## src/rtl/run_control.sv

```systemverilog
// Run controller: holds a processor in reset, releases it for a program run and
// stops it on a halt-word match or, when RUN_CONTROL_TIMEOUT_EN is defined, a watchdog timeout.
module run_control #(
    parameter int                     INSTR_WIDTH    = 32,
    parameter logic [INSTR_WIDTH-1:0] HALT_WORD      = '0,
    parameter int                     HALT_MATCH     = 1,
    parameter int                     RESET_CYCLES   = 1,
    parameter int                     TIMEOUT_CYCLES = 1024,
    parameter int                     CNT_WIDTH      = 32
) (
    input  logic                   clock,
    input  logic                   reset,
    input  logic                   start,
    input  logic [INSTR_WIDTH-1:0] instruction,
    output logic                   cpu_reset,
    output logic                   running,
    output logic                   halted,
    output logic                   timed_out,
    output logic                   done,
    output logic [CNT_WIDTH-1:0]   cycle_count
);

    typedef enum logic [2:0] {
        S_IDLE,
        S_HOLD,
        S_RUN,
        S_HALTED,
        S_TIMEOUT
    } state_t;

    // Counters only ever need to reach their limit minus one before the FSM moves on.
    localparam int HW = (RESET_CYCLES > 1) ? $clog2(RESET_CYCLES) : 1;
    localparam int MW = (HALT_MATCH > 1) ? $clog2(HALT_MATCH) : 1;
    localparam logic [HW-1:0] HOLD_LAST  = HW'(RESET_CYCLES - 1);
    localparam logic [MW-1:0] MATCH_LAST = MW'(HALT_MATCH - 1);

    if (HALT_MATCH < 1) begin : gBadHaltMatch
        $error("run_control: HALT_MATCH must be >= 1");
    end
    if (RESET_CYCLES < 1) begin : gBadResetCycles
        $error("run_control: RESET_CYCLES must be >= 1");
    end
    if (TIMEOUT_CYCLES < 1) begin : gBadTimeout
        $error("run_control: TIMEOUT_CYCLES must be >= 1");
    end

    state_t               state_q, state_d;
    logic [HW-1:0]        holdCnt_q, holdCnt_d;
    logic [MW-1:0]        matchCnt_q, matchCnt_d;
    logic [CNT_WIDTH-1:0] runCnt_q, runCnt_d;
    logic                 done_q, done_d;
    logic                 isHaltWord;
    logic                 restart;
    logic                 timeoutHit;

    assign isHaltWord = (instruction == HALT_WORD);
    assign restart    = start && (state_q == S_IDLE || state_q == S_HALTED || state_q == S_TIMEOUT);

`ifdef RUN_CONTROL_TIMEOUT_EN
    localparam int WW = (TIMEOUT_CYCLES > 1) ? $clog2(TIMEOUT_CYCLES) : 1;
    localparam logic [WW-1:0] WD_LAST = WW'(TIMEOUT_CYCLES - 1);

    logic [WW-1:0] wdCnt_q, wdCnt_d;

    // Separate watchdog counter so the timeout still fires if cycle_count saturates first.
    always_comb begin
        wdCnt_d = wdCnt_q;
        if (restart) begin
            wdCnt_d = '0;
        end else if (state_q == S_RUN) begin
            wdCnt_d = wdCnt_q + 1'b1;
        end
    end

    always_ff @(posedge clock or negedge reset) begin
        if (!reset) begin
            wdCnt_q <= '0;
        end else begin
            wdCnt_q <= wdCnt_d;
        end
    end

    assign timeoutHit = (state_q == S_RUN) && (wdCnt_q == WD_LAST);
    assign timed_out  = (state_q == S_TIMEOUT);
`else
    assign timeoutHit = 1'b0;
    assign timed_out  = 1'b0;
`endif

    always_comb begin
        state_d    = state_q;
        holdCnt_d  = holdCnt_q;
        matchCnt_d = matchCnt_q;
        runCnt_d   = runCnt_q;
        done_d     = 1'b0;
        case (state_q)
            S_IDLE, S_HALTED, S_TIMEOUT: begin
                if (start) begin
                    state_d    = S_HOLD;
                    holdCnt_d  = '0;
                    matchCnt_d = '0;
                    runCnt_d   = '0;
                end
            end
            S_HOLD: begin
                if (holdCnt_q == HOLD_LAST) begin
                    state_d = S_RUN;
                end else begin
                    holdCnt_d = holdCnt_q + 1'b1;
                end
            end
            S_RUN: begin
                if (runCnt_q != '1) begin
                    runCnt_d = runCnt_q + 1'b1;
                end
                if (!isHaltWord) begin
                    matchCnt_d = '0;
                end else if (matchCnt_q != MATCH_LAST) begin
                    matchCnt_d = matchCnt_q + 1'b1;
                end
                // A halt match takes priority over a simultaneous watchdog expiry.
                if (isHaltWord && matchCnt_q == MATCH_LAST) begin
                    state_d = S_HALTED;
                    done_d  = 1'b1;
                end else if (timeoutHit) begin
                    state_d = S_TIMEOUT;
                    done_d  = 1'b1;
                end
            end
            default: begin
                state_d = S_IDLE;
            end
        endcase
    end

    always_ff @(posedge clock or negedge reset) begin
        if (!reset) begin
            state_q    <= S_IDLE;
            holdCnt_q  <= '0;
            matchCnt_q <= '0;
            runCnt_q   <= '0;
            done_q     <= 1'b0;
        end else begin
            state_q    <= state_d;
            holdCnt_q  <= holdCnt_d;
            matchCnt_q <= matchCnt_d;
            runCnt_q   <= runCnt_d;
            done_q     <= done_d;
        end
    end

    assign cpu_reset   = (state_q != S_RUN);
    assign running     = (state_q == S_RUN);
    assign halted      = (state_q == S_HALTED);
    assign done        = done_q;
    assign cycle_count = runCnt_q;

endmodule
```

## config.mk

```make
export PLATFORM = sky130hd
export DESIGN_NAME = run_control
export DESIGN_NICKNAME = d
export VERILOG_FILES = /design/src/rtl/run_control.sv
export SDC_FILE = /design/constraint.sdc
export NUM_CORES = 1
export LEC_CHECK = 0
export CAP_MARGIN = 20
export CELL_PAD_IN_SITES_DETAIL_PLACEMENT = 0
export CELL_PAD_IN_SITES_GLOBAL_PLACEMENT = 1
export CORE_ASPECT_RATIO = 0.5
export CORE_MARGIN = 2
export CORE_UTILIZATION = 34
export DETAILED_ROUTE_END_ITERATION = 8
export PLACE_DENSITY = 0.9
export SLEW_MARGIN = 0
export SYNTH_ARGS = -nofsm -noshare
export SYNTH_HDL_FRONTEND = slang
export SYNTH_SLANG_ARGS = --single-unit
export TNS_END_PERCENT = 1
```

## constraint.sdc

```tcl
create_clock -name clock -period 2.21 [get_ports clock]
set_input_delay 0.5525 -clock clock [delete_from_list [all_inputs] [get_ports clock]]
set_output_delay 0.5525 -clock clock [all_outputs]
set_load 0.01 [all_outputs]
```

==> results of run 1 <==
==> registers in the layout, summed over array words and instances, names as in the netlist <==
register     count
cycle_count     32
state_q          2
done             1
==> worst reg2reg max path, delay by kind of cell (launching register included) <==
family,cells,cell delay [ns]
DFF,1,0.42
adders and majority gates,1,0.25
and+or+nand+nor,5,1.36
==> kinds of logic after synthesis <==
| group | Yosys count | share of synthesized area [%] |
|---|---|---|
| fa+ha+maj | 4 | 2.292 |
| compound gates | 75 | 22.98 |
| simple gates | 114 | 29.28 |
| other cells | 1 | 0.1718 |
| buf+inv | 21 | 4.642 |
| flops | 35 | 40.11 |
| mux | 1 | 0.5157 |
==> synth_stat cells (all sizes together), types with 5 or more instances <==
cell type   n  share of area [%]
nand3      19                4.4
and4        5                2.0
a211o       5                2.0
nand4      16                4.9
buf         5                1.9
o31ai      13                4.5
o21ai      22                5.0
nand2      17                2.9
a21oi       6                1.4
a31oi      12                3.4
nor4       17                5.6
nor3       13                3.0
nor2       13                2.2
and3        5                1.4
dfrtp      35                 40
clkbuf      8                1.4
inv         8                1.4
==> how the worst max path moves through the flow <==
| stage | startpoint | end | cells after the start |
|---|---|---|---|
| after global placement | start | cycle_count[31]$_DFFE_PN0P_ | 6 |
| final | state_q[0]$_DFFE_PN0P_ | running | 3 |
| after detailed placement | start | cycle_count[31]$_DFFE_PN0P_ | 6 |
| after global routing | state_q[0]$_DFFE_PN0P_ | running | 3 |
| after CTS | cycle_count[0]$_DFFE_PN0P_ | cycle_count[31]$_DFFE_PN0P_ | 6 |
| after floorplan | cycle_count[9]$_DFFE_PN0P_ | cycle_count[1]$_DFFE_PN0P_ | 6 |
==> metal layers <==
metal | GRT usage [%] | routed length, um
met5 | 0 | 0
met3 | 3.947 | 589
met1 | 28.23 | 3226
met2 | 36.42 | 3319
met4 | 6.368 | 80
==> area by class of cell <==
cell class              instances  area share [%]
clock buffers                   6           4.143
clock inverters                 2           1.045
inverters                       8          0.8959
multi-input cells             195           36.28
flip-flops and latches         35           26.17
well taps                      88           3.285
repair buffers                101           28.18
==> power groups by stage <==
stage | logic (mW) | clock network [mW] | registers, mW
finish | 0.994 | 0.838 | 0.750
global placement | 0.962 | 0 | 0.756
CTS | 0.982 | 0.835 | 0.749
floorplan | 0.480 | 0 | 0.765
detailed placement | 0.979 | 0 | 0.762
global route | 1.10 | 0.866 | 0.761
==> through the flow <==
| stage | setup slack, ns | std cells | utilization (%) |
|---|---|---|---|
| floorplan | 0.1489 | 251 | - |
| global placement | 0.01205 | 427 | 51.67 |
| detailed placement | -0.08422 | 427 | 51.67 |
| CTS | 0.05503 | 435 | 54.49 |
| global route | 0.004391 | 435 | 54.67 |
| finish | 0.07661 | 435 | 54.67 |
==> what timing repair did <==
| item | 4_1_cts | 5_1_grt |
|---|---|---|
| buffers inserted | 0 | 0 |
| resized for setup | 1 | 4 |
| setup endpoints to repair | 1 | 13 |
==> impl_metrics.prom, run 1 <==
# TYPE chip_impl_metric gauge
chip_impl_info{name="outcome",value="completed"} 1
chip_impl_info{name="critical-path-slowest-cell",value="sky130_fd_sc_hd__clkdlybuf4s50_1"} 1
chip_impl_metric{name="cts.clk_slew.worst_paths",unit="ns"} 0.06
chip_impl_metric{name="cts.path.max_buffers",unit=""} 2
chip_impl_metric{name="placement_rows",unit=""} 20
chip_impl_metric{name="synth-async-reset-ratio",unit="%"} 100.0
chip_impl_info{name="postSynth.topFlopCell",value="sky130_fd_sc_hd__dfrtp_1"} 1
chip_impl_info{name="timing.critical_path.from_type",value="flip-flop"} 1
chip_impl_metric{name="drt_pre_antenna_iters",unit=""} 5
chip_impl_metric{name="vias",unit=""} 2544
chip_impl_metric{name="clkPwrFrac",unit="%"} 32.5
chip_impl_metric{name="critical_path_buf_inv_count",unit=""} 2
chip_impl_metric{name="worst_pin_slew",unit="ns"} 0.6098
chip_impl_metric{name="clock_insertion_delay_at_the_later_pin_of_the_skew_report",unit="ns"} 0.28
chip_impl_metric{name="antenna_violations_before_repair",unit=""} 0
chip_impl_metric{name="standard_cell_area_after_detailed_placement",unit="sq um"} 3168
chip_impl_info{name="path_delay_family",value="buffers and inverters"} 1
chip_impl_metric{name="max_clock_skew",unit="ns"} 0.006882
chip_impl_info{name="ctsRootBufferMaster",value="sky130_fd_sc_hd__clkbuf_16"} 1
chip_impl_metric{name="synth_warnings",unit=""} 0
chip_impl_metric{name="max_freq",unit="MHz"} 468.7
chip_impl_info{name="worstHoldEndpoint",value="cycle_count[21]$_DFFE_PN0P_"} 1
chip_impl_metric{name="dieWidth",unit="um"} 117.3
chip_impl_metric{name="internal_power",unit="mW"} 1.686
chip_impl_metric{name="die-height",unit="um"} 60.67
chip_impl_metric{name="reg2reg_setup_slack",unit="ns"} 0.11
chip_impl_metric{name="synthesized_instance_count",unit=""} 251
chip_impl_metric{name="grt_max_degree",unit=""} 36
chip_impl_metric{name="grt_util_all_layers",unit="%"} 21.20
chip_impl_metric{name="postSynthAreaPerCell",unit="sq um"} 8.699
chip_impl_metric{name="route.detailed.wl_per_inst",unit="um"} 16.59
chip_impl_metric{name="net-switching-power",unit="mW"} 0.8949
chip_impl_metric{name="post_synth_instance_area",unit="sq um"} 2183
chip_impl_info{name="path_class",value="flip-flop to output pin"} 1
chip_impl_metric{name="fp.dieArea",unit="sq um"} 7118
chip_impl_metric{name="timing_max_transition_violations_final",unit=""} 0
chip_impl_info{name="final_common_cell",value="sky130_fd_sc_hd__clkdlybuf4s50_1"} 1
chip_impl_metric{name="detail_route.wirelength",unit="um"} 7216
chip_impl_metric{name="antenna-diode-count",unit=""} 0
chip_impl_metric{name="worst_hold_path.num_cells",unit=""} 1
chip_impl_metric{name="h-tree-depth",unit=""} 2
chip_impl_metric{name="p_per_area",unit="nW/um^2"} 770.0
chip_impl_metric{name="critical_path.max_stage_delay",unit="ns"} 0.58
chip_impl_metric{name="antenna_violating_nets_post_route",unit=""} 0
chip_impl_metric{name="switching_share",unit="%"} 34.67
chip_impl_metric{name="mappedNetlistNets",unit=""} 290
chip_impl_info{name="cp_cell_sequence",value="inv_1 > ha_1 > clkdlybuf4s50_1"} 1
chip_impl_metric{name="design.final.nets",unit=""} 385
chip_impl_metric{name="grt_first_pass_wirelength",unit="um"} 11930
chip_impl_metric{name="fill_cells",unit=""} 554
chip_impl_metric{name="core-area",unit="sq um"} 6131
chip_impl_info{name="crit-reg2reg-launch",value="cycle_count[1]$_DFFE_PN0P_"} 1
chip_impl_info{name="hp-class",value="flip-flop to flip-flop"} 1
chip_impl_metric{name="slew-limit-headroom",unit="%"} 58.97
chip_impl_metric{name="critical_path_peak_fanout",unit=""} 5
chip_impl_metric{name="fin_crit_sh",unit="%"} 96.53
chip_impl_info{name="final_cell_mix",value="sky130_fd_sc_hd__clkdlybuf4s50_1, sky130_fd_sc_hd__dfrtp_1, sky130_fd_sc_hd__buf_4"} 1
chip_impl_metric{name="number_of_enable_flip_flop_cells_after_synthesis",unit=""} 0
chip_impl_info{name="setup.worst_path.end_class",value="output pin"} 1
chip_impl_info{name="clock_tree_from_tritoncts",value="done"} 1
chip_impl_metric{name="report.final.hold_viol_count",unit=""} 0
chip_impl_metric{name="combinational_share_of_power",unit="%"} 38.5
chip_impl_metric{name="drive_gt1_share",unit="%"} 13.83
chip_impl_metric{name="grt-ovfl-total",unit=""} 0
chip_impl_metric{name="cts.hold.buffers_added",unit=""} 0
chip_impl_metric{name="setup_total_negative_slack",unit="ns"} 0
chip_impl_metric{name="cp.required",unit="ns"} 1.66
chip_impl_metric{name="weighted_congestion_at_the_end_of_routability_driven_global_placement",unit=""} 0.9195
chip_impl_metric{name="via_per_inst",unit=""} 5.848
chip_impl_info{name="critical_path.reg2reg.endpoint",value="cycle_count[31]$_DFFE_PN0P_"} 1
chip_impl_metric{name="report.power.total",unit="mW"} 2.581
chip_impl_metric{name="max-vdd-ir-drop",unit="uV"} 439.5
chip_impl_metric{name="initial_core_util",unit="%"} 35.61
chip_impl_metric{name="proportion_of_synthesized_chip_area_in_sequential_cells",unit="%"} 40.11
chip_impl_metric{name="drcViolationCount",unit=""} 0
chip_impl_metric{name="worst-r2r-cell-count",unit=""} 6
chip_impl_metric{name="register_area",unit="sq um"} 877.1
chip_impl_metric{name="drtIter0Drc",unit=""} 218
chip_impl_metric{name="min_period",unit="ns"} 2.133
chip_impl_metric{name="cap_viol_max_count",unit=""} 0
chip_impl_metric{name="syn_to_final_growth",unit="%"} 53.52
chip_impl_metric{name="setup-violations-final",unit=""} 0
chip_impl_metric{name="first_global_vias",unit=""} 2438
chip_impl_info{name="rsz0062_at_grt",value="no"} 1
chip_impl_metric{name="multiInputGateArea",unit="sq um"} 1216
chip_impl_metric{name="final_design_area_no_fill",unit="sq um"} 3352
chip_impl_metric{name="static_power_due_to_leakage",unit="nW"} 1.416
chip_impl_metric{name="ys_seq_elements",unit=""} 35
chip_impl_metric{name="boundaryPins",unit=""} 72
chip_impl_metric{name="worst_ep_arrival_time",unit="ns"} 1.58
chip_impl_info{name="hold_start",value="cycle_count[21]$_DFFE_PN0P_"} 1
chip_impl_metric{name="tritoncts.num_buffers",unit=""} 5
chip_impl_metric{name="synth_cell_type_count",unit=""} 41
chip_impl_metric{name="port_buffers",unit=""} 70
chip_impl_metric{name="power_share_of_the_sequential_group",unit="%"} 29.0
chip_impl_metric{name="fin_worst_hold_slack",unit="ns"} 0.5237
chip_impl_metric{name="clock_sink_count",unit=""} 35
chip_impl_metric{name="dp_hpwl",unit="um"} 5416
(Power assumes the default switching activity.)
==> inputs of run 2 (changes only) <==
Clock period 2.21 ns to 2 ns, I/O delays scaled along.
==> run 2 against run 1 <==
Compared with the run above: flip-flop and latch count unchanged; combinational power increased by 27%; design area increased by 8.4%; die area unchanged; clock skew decreased by 0.0014 ns; sequential power increased by 8.7%; cell count increased by 7.6%; via count increased by 6.0%; critical path depth increased by 4; worst hold slack improved by 0.0064 ns; non-clock buffer count increased by 33; count of clock-buffer cells in the layout unchanged; largest cell class unchanged; highest routed layer unchanged.
==> impl_metrics.prom, run 2 (synthesis gave the netlist of run 1 again) <==
# TYPE chip_impl_metric gauge
chip_impl_metric{name="switching_share",unit="%"} 34.67
chip_impl_metric{name="placement_rows",unit=""} 20
chip_impl_metric{name="weighted_congestion_at_the_end_of_routability_driven_global_placement",unit=""} 0.9360
chip_impl_metric{name="drcViolationCount",unit=""} 0
chip_impl_metric{name="max-vdd-ir-drop",unit="uV"} 410.3
chip_impl_metric{name="max_clock_skew",unit="ns"} 0.005441
chip_impl_metric{name="grt_max_degree",unit=""} 36
chip_impl_metric{name="clock_sink_count",unit=""} 35
chip_impl_metric{name="worst_ep_arrival_time",unit="ns"} 2.21
chip_impl_metric{name="tritoncts.num_buffers",unit=""} 5
chip_impl_metric{name="setup_slack",unit="ns"} 0.01505
chip_impl_metric{name="number_of_flip_flops_under_the_largest_register_name",unit=""} 32
chip_impl_metric{name="dp_hpwl",unit="um"} 5770
chip_impl_metric{name="combinational_share_of_power",unit="%"} 42.1
chip_impl_metric{name="cts.hold.buffers_added",unit=""} 0
chip_impl_metric{name="cap_viol_max_count",unit=""} 0
chip_impl_metric{name="boundaryPins",unit=""} 72
chip_impl_info{name="rsz0062_at_grt",value="yes"} 1
chip_impl_info{name="setup.worst_path.end_class",value="flip-flop"} 1
chip_impl_metric{name="critical_path_peak_fanout",unit=""} 6
chip_impl_metric{name="reg2reg_setup_slack",unit="ns"} 0.02
chip_impl_metric{name="clock_insertion_delay_at_the_later_pin_of_the_skew_report",unit="ns"} 0.28
chip_impl_metric{name="grt-ovfl-total",unit=""} 0
chip_impl_metric{name="antenna_violations_before_repair",unit=""} 0
chip_impl_metric{name="worst_hold_path.num_cells",unit=""} 1
chip_impl_metric{name="route.detailed.wl_per_inst",unit="um"} 16.86
chip_impl_metric{name="h-tree-depth",unit=""} 2
chip_impl_metric{name="net-switching-power",unit="mW"} 1.039
chip_impl_metric{name="setup-violations-final",unit=""} 0
chip_impl_metric{name="route.met2.wl",unit="um"} 3692
chip_impl_metric{name="p_per_area",unit="nW/um^2"} 824.8
chip_impl_metric{name="drt_pre_antenna_iters",unit=""} 6
chip_impl_metric{name="core-area",unit="sq um"} 6131
chip_impl_metric{name="fill_cells",unit=""} 531
chip_impl_info{name="final_cell_mix",value="sky130_fd_sc_hd__clkdlybuf4s50_1, sky130_fd_sc_hd__buf_4, sky130_fd_sc_hd__dfrtp_1"} 1
chip_impl_metric{name="pre_cts_slack",unit="ns"} -0.1524
chip_impl_info{name="worstHoldEndpoint",value="cycle_count[22]$_DFFE_PN0P_"} 1
chip_impl_metric{name="detail_route.wirelength.met1",unit="um"} 3393
chip_impl_metric{name="cts.path.max_buffers",unit=""} 2
chip_impl_metric{name="via_per_inst",unit=""} 5.763
chip_impl_metric{name="internal_power",unit="mW"} 1.959
chip_impl_metric{name="fin_worst_hold_slack",unit="ns"} 0.5300
chip_impl_metric{name="fp.dieArea",unit="sq um"} 7118
chip_impl_metric{name="min_period",unit="ns"} 1.985
chip_impl_info{name="hold_start",value="cycle_count[22]$_DFFE_PN0P_"} 1
chip_impl_info{name="dr.max_layer_used",value="met4"} 1
chip_impl_metric{name="clkPwrFrac",unit="%"} 30.7
chip_impl_metric{name="cp.required",unit="ns"} 2.22
chip_impl_metric{name="power_share_of_the_sequential_group",unit="%"} 27.2
chip_impl_metric{name="die-height",unit="um"} 60.67
chip_impl_metric{name="detail_route.wirelength",unit="um"} 7890
chip_impl_metric{name="static_power_due_to_leakage",unit="nW"} 1.594
chip_impl_metric{name="antenna-diode-count",unit=""} 0
chip_impl_metric{name="timing_max_transition_violations_final",unit=""} 0
chip_impl_info{name="clock_tree_from_tritoncts",value="done"} 1
chip_impl_info{name="crit-reg2reg-launch",value="cycle_count[1]$_DFFE_PN0P_"} 1
chip_impl_metric{name="syn_to_final_growth",unit="%"} 66.48
chip_impl_metric{name="antenna_violating_nets_post_route",unit=""} 0
chip_impl_metric{name="cts.clk_slew.worst_paths",unit="ns"} 0.06
chip_impl_info{name="final_common_cell",value="sky130_fd_sc_hd__clkdlybuf4s50_1"} 1
chip_impl_metric{name="dieWidth",unit="um"} 117.3
chip_impl_info{name="outcome",value="completed"} 1
chip_impl_metric{name="grt_util_all_layers",unit="%"} 21.93
chip_impl_metric{name="max_freq",unit="MHz"} 503.8
chip_impl_metric{name="design.final.nets",unit=""} 418
chip_impl_metric{name="vias",unit=""} 2697
chip_impl_metric{name="worst-r2r-cell-count",unit=""} 7
chip_impl_metric{name="fin_crit_sh",unit="%"} 99.25
chip_impl_info{name="path_class",value="flip-flop to flip-flop"} 1
chip_impl_metric{name="report.final.hold_viol_count",unit=""} 0
chip_impl_metric{name="initial_core_util",unit="%"} 35.61
chip_impl_metric{name="drtIter0Drc",unit=""} 264
chip_impl_info{name="hp-class",value="flip-flop to flip-flop"} 1
chip_impl_metric{name="drive_gt1_share",unit="%"} 23.16
chip_impl_metric{name="met3_length",unit="um"} 680
chip_impl_info{name="ctsRootBufferMaster",value="sky130_fd_sc_hd__clkbuf_16"} 1
chip_impl_info{name="critical_path.reg2reg.endpoint",value="cycle_count[30]$_DFFE_PN0P_"} 1
chip_impl_metric{name="first_global_vias",unit=""} 2531
chip_impl_metric{name="grt_first_pass_wirelength",unit="um"} 12210
chip_impl_info{name="timing.critical_path.from_type",value="flip-flop"} 1
chip_impl_metric{name="port_buffers",unit=""} 70
==> run 2: final cells by class <==
class / count / area (sq um) / share of cell area [%]
sequential: 35 / 878.3 / 24.17
inverter: 8 / 30.03 / 0.8262
timing repair buffer: 134 / 1189 / 32.70
multi-input combinational: 195 / 1254 / 34.49
tap: 88 / 110.1 / 3.029
clock buffer: 6 / 138.9 / 3.821
clock inverter: 2 / 35.03 / 0.9639
==> run 2: repair_timing <==
action / CTS / global route
setup buffers: 0 / 7
resized for setup: 5 / 16
gates cloned: 0 / 0
pin swaps: 0 / 3
endpoints found under the setup margin: 3 / 16
endpoints found under the hold margin: 0 / 0
==> run 2: critical path: stages, from the launching register on <==
cell	delay, ns
sky130_fd_sc_hd__dfrtp_1	0.39
sky130_fd_sc_hd__ha_4	0.17
sky130_fd_sc_hd__and4_4	0.24
sky130_fd_sc_hd__nand3_2	0.09
sky130_fd_sc_hd__or4_4	0.59
sky130_fd_sc_hd__buf_6	0.17
sky130_fd_sc_hd__o211ai_1	0.10
sky130_fd_sc_hd__mux2_4	0.18
==> run 2: worst max path at each step <==
stage | cells after the start | start | slack (ns) | endpoint
after floorplan | 6 | cycle_count[0]$_DFFE_PN0P_ | -0.06 | cycle_count[26]$_DFFE_PN0P_
after global placement | 7 | start | -0.11 | cycle_count[15]$_DFFE_PN0P_
after detailed placement | 7 | start | -0.15 | cycle_count[18]$_DFFE_PN0P_
after CTS | 6 | cycle_count[0]$_DFFE_PN0P_ | -0.01 | cycle_count[31]$_DFFE_PN0P_
after global routing | 7 | cycle_count[1]$_DFFE_PN0P_ | -0.03 | cycle_count[30]$_DFFE_PN0P_
final | 7 | cycle_count[1]$_DFFE_PN0P_ | 0.02 | cycle_count[30]$_DFFE_PN0P_
==> run 2: per-stage QoR <==
step	utilization, %	total power, mW	cells	cell area (sq um)	TNS (ns)
floorplan	-	1.376	251	2185	-0.1271
global placement	54.67	2.005	453	3352	-0.7617
detailed placement	54.67	2.039	453	3352	-1.497
CTS	57.53	2.968	461	3527	-0.009904
global route	59.29	3.149	468	3635	-0.03655
finish	59.29	2.998	468	3635	0
==> run 2: layer usage <==
layer,global-route usage [%],vias up
met1,27.87,1282
met4,8.606,0
met2,37.59,147
met3,5.263,19
li1,-,1249
met5,0,-
==> run 2: power by group through the flow <==
stage / Sequential [mW] / Combinational [mW] / Clock, mW
6_report: 0.815 / 1.26 / 0.920
5_1_grt: 0.822 / 1.37 / 0.961
4_1_cts: 0.806 / 1.23 / 0.936
3_5_place_dp: 0.818 / 1.22 / 0
3_3_place_gp: 0.817 / 1.19 / 0
2_1_floorplan: 0.845 / 0.531 / 0
==> inputs of run 3 (changes only) <==
Settings changed: REMOVE_ABC_BUFFERS set to 1.
==> run 3 against run 2 <==
Compared with the run above: clock skew grew 0.00082 ns; clock power rose by 1%; sequential power is essentially flat; utilization decreased by 1.9 points; flip-flop and latch count stayed put; die area is the same; first-iteration DRC count down 0.38%; critical endpoint is now cycle_count[0]$_DFFE_PN0P_.
==> impl_metrics.prom, run 3 (synthesis gave the netlist of run 1 again) <==
# TYPE chip_impl_metric gauge
chip_impl_metric{name="clock_insertion_delay_at_the_later_pin_of_the_skew_report",unit="ns"} 0.29
chip_impl_metric{name="setup-violations-final",unit=""} 0
chip_impl_metric{name="grt_util_all_layers",unit="%"} 21.46
chip_impl_metric{name="drtIter0Drc",unit=""} 263
chip_impl_metric{name="report.final.hold_viol_count",unit=""} 0
chip_impl_info{name="clock_tree_from_tritoncts",value="done"} 1
chip_impl_metric{name="placed_cells",unit=""} 449
chip_impl_metric{name="die-height",unit="um"} 60.67
chip_impl_metric{name="clock_sink_count",unit=""} 35
chip_impl_metric{name="worst_ep_arrival_time",unit="ns"} 2.10
chip_impl_metric{name="cts.hold.buffers_added",unit=""} 0
chip_impl_metric{name="weighted_congestion_at_the_end_of_routability_driven_global_placement",unit=""} 0.9292
chip_impl_metric{name="fin_crit_sh",unit="%"} 97.96
chip_impl_metric{name="tritoncts.num_buffers",unit=""} 5
chip_impl_metric{name="cp.required",unit="ns"} 2.14
chip_impl_metric{name="cap_viol_max_count",unit=""} 0
chip_impl_info{name="ctsRootBufferMaster",value="sky130_fd_sc_hd__clkbuf_16"} 1
chip_impl_metric{name="dieWidth",unit="um"} 117.3
chip_impl_metric{name="antenna_violating_nets_post_route",unit=""} 0
chip_impl_metric{name="max-vdd-ir-drop",unit="uV"} 561.8
chip_impl_info{name="setup.worst_path.end_class",value="flip-flop"} 1
chip_impl_info{name="final_cell_mix",value="sky130_fd_sc_hd__clkdlybuf4s50_1, sky130_fd_sc_hd__buf_4, sky130_fd_sc_hd__dfrtp_1"} 1
chip_impl_metric{name="grt-ovfl-total",unit=""} 0
chip_impl_metric{name="fin_worst_hold_slack",unit="ns"} 0.5186
chip_impl_metric{name="placement_rows",unit=""} 20
chip_impl_metric{name="initial_core_util",unit="%"} 35.61
chip_impl_metric{name="standard_cell_area_after_detailed_placement",unit="sq um"} 3333
chip_impl_metric{name="grt_max_degree",unit=""} 36
chip_impl_metric{name="critical_path_peak_fanout",unit=""} 11
chip_impl_metric{name="vias",unit=""} 2629
chip_impl_metric{name="multiInputGateArea",unit="sq um"} 1221
chip_impl_metric{name="fp.dieArea",unit="sq um"} 7118
chip_impl_metric{name="h-tree-depth",unit=""} 2
chip_impl_info{name="path_class",value="flip-flop to flip-flop"} 1
chip_impl_metric{name="cts.path.max_buffers",unit=""} 2
chip_impl_metric{name="grt_first_pass_wirelength",unit="um"} 12240
chip_impl_metric{name="cts.clk_slew.worst_paths",unit="ns"} 0.05
chip_impl_metric{name="antenna-diode-count",unit=""} 0
chip_impl_info{name="timing.critical_path.from_type",value="flip-flop"} 1
chip_impl_metric{name="slew-limit-headroom",unit="%"} 61.88
chip_impl_metric{name="first_global_vias",unit=""} 2527
chip_impl_info{name="final_common_cell",value="sky130_fd_sc_hd__clkdlybuf4s50_1"} 1
chip_impl_metric{name="design.final.nets",unit=""} 407
chip_impl_metric{name="route.detailed.wl_per_inst",unit="um"} 16.59
chip_impl_metric{name="via_per_inst",unit=""} 5.753
chip_impl_metric{name="boundaryPins",unit=""} 72
chip_impl_metric{name="drt_pre_antenna_iters",unit=""} 5
chip_impl_metric{name="fill_cells",unit=""} 530
chip_impl_metric{name="timing_max_transition_violations_final",unit=""} 0
chip_impl_metric{name="register_area",unit="sq um"} 877.1
chip_impl_metric{name="max_freq",unit="MHz"} 510.4
chip_impl_metric{name="drive_gt1_share",unit="%"} 19.51
chip_impl_info{name="outcome",value="completed"} 1
chip_impl_metric{name="static_power_due_to_leakage",unit="nW"} 1.533
chip_impl_metric{name="drcViolationCount",unit=""} 0
chip_impl_metric{name="worst_pin_slew",unit="ns"} 0.5666
chip_impl_metric{name="final_design_area_no_fill",unit="sq um"} 3521
chip_impl_metric{name="syn_to_final_growth",unit="%"} 61.26
chip_impl_metric{name="antenna_violations_before_repair",unit=""} 0
chip_impl_metric{name="detail_route.wirelength",unit="um"} 7580
chip_impl_metric{name="port_buffers",unit=""} 70
chip_impl_info{name="rsz0062_at_grt",value="yes"} 1
chip_impl_metric{name="core-area",unit="sq um"} 6131
chip_impl_metric{name="dp_hpwl",unit="um"} 5633
chip_impl_metric{name="number_of_flip_flops_under_the_largest_register_name",unit=""} 32
chip_impl_info{name="hp-class",value="flip-flop to flip-flop"} 1
chip_impl_metric{name="p_per_area",unit="nW/um^2"} 837.6
chip_impl_metric{name="min_period",unit="ns"} 1.959
chip_impl_metric{name="max_clock_skew",unit="ns"} 0.006266
chip_impl_metric{name="final_cell_count_no_fill",unit=""} 457
-- run 3: final timing paths --
kind / from / to / slack (ns) / cells past startpoint
max reg2reg: cycle_count[1]$_DFFE_PN0P_ / cycle_count[0]$_DFFE_PN0P_ / 0.04 / 6
max in group asynchronous: reset / cycle_count[18]$_DFFE_PN0P_ / 1.01 / 2
max: cycle_count[1]$_DFFE_PN0P_ / cycle_count[0]$_DFFE_PN0P_ / 0.04 / 6
min reg2reg: cycle_count[28]$_DFFE_PN0P_ / cycle_count[28]$_DFFE_PN0P_ / 0.52 / 1
min in group asynchronous: reset / cycle_count[22]$_DFFE_PN0P_ / 0.65 / 2
min: cycle_count[28]$_DFFE_PN0P_ / cycle_count[28]$_DFFE_PN0P_ / 0.52 / 1
-- run 3: area by class of cell --
type	instances	area share, %
multi-input cells	195	34.68
well taps	88	3.127
inverters	8	0.8529
repair buffers	123	31.49
clock buffers	6	3.945
flip-flops and latches	35	24.91
clock inverters	2	0.9950
-- run 3: worst max-delay path, cell delays in order (launching register included) --
cell,delay [ns]
sky130_fd_sc_hd__dfrtp_1,0.35
sky130_fd_sc_hd__ha_1,0.23
sky130_fd_sc_hd__and4_1,0.28
sky130_fd_sc_hd__nand3_1,0.12
sky130_fd_sc_hd__or4_4,0.54
sky130_fd_sc_hd__nand2_1,0.16
sky130_fd_sc_hd__o21ai_0,0.13
-- run 3: layer usage --
layer  vias to the layer above  global-route usage [%]  part of all wire (%)
met5                         -                       0                     0
met4                         0                   6.540                   1.1
met3                        13                   4.605                   7.8
met2                       127                   36.42                    47
met1                      1267                   28.46                    44
li1                       1222                       -                     -
-- run 3: report_power, final --
part / switching (mW) / total, mW / internal, mW
clock network: 0.309 / 0.929 / 0.620
registers: 0.0534 / 0.816 / 0.763
logic: 0.661 / 1.20 / 0.543
total: 1.02 / 2.95 / 1.93
-- run 3: timing repair --
item	in CTS	in global routing
setup endpoints to repair	2	10
buffers inserted	0	0
gates resized for setup	4	4
-- run 3: through the flow --
stage	setup slack (ns)	setup TNS, ns	total power [mW]	util, %
4_1_cts	0.05334	0	2.928	57.20
5_1_grt	-0.04127	-0.06877	3.091	57.43
3_3_place_gp	-0.05143	-0.4062	1.980	54.37
3_5_place_dp	-0.1076	-1.045	2.005	54.37
2_1_floorplan	-0.4281	-7.685	1.340	-
6_report	0.04074	0	2.949	57.43
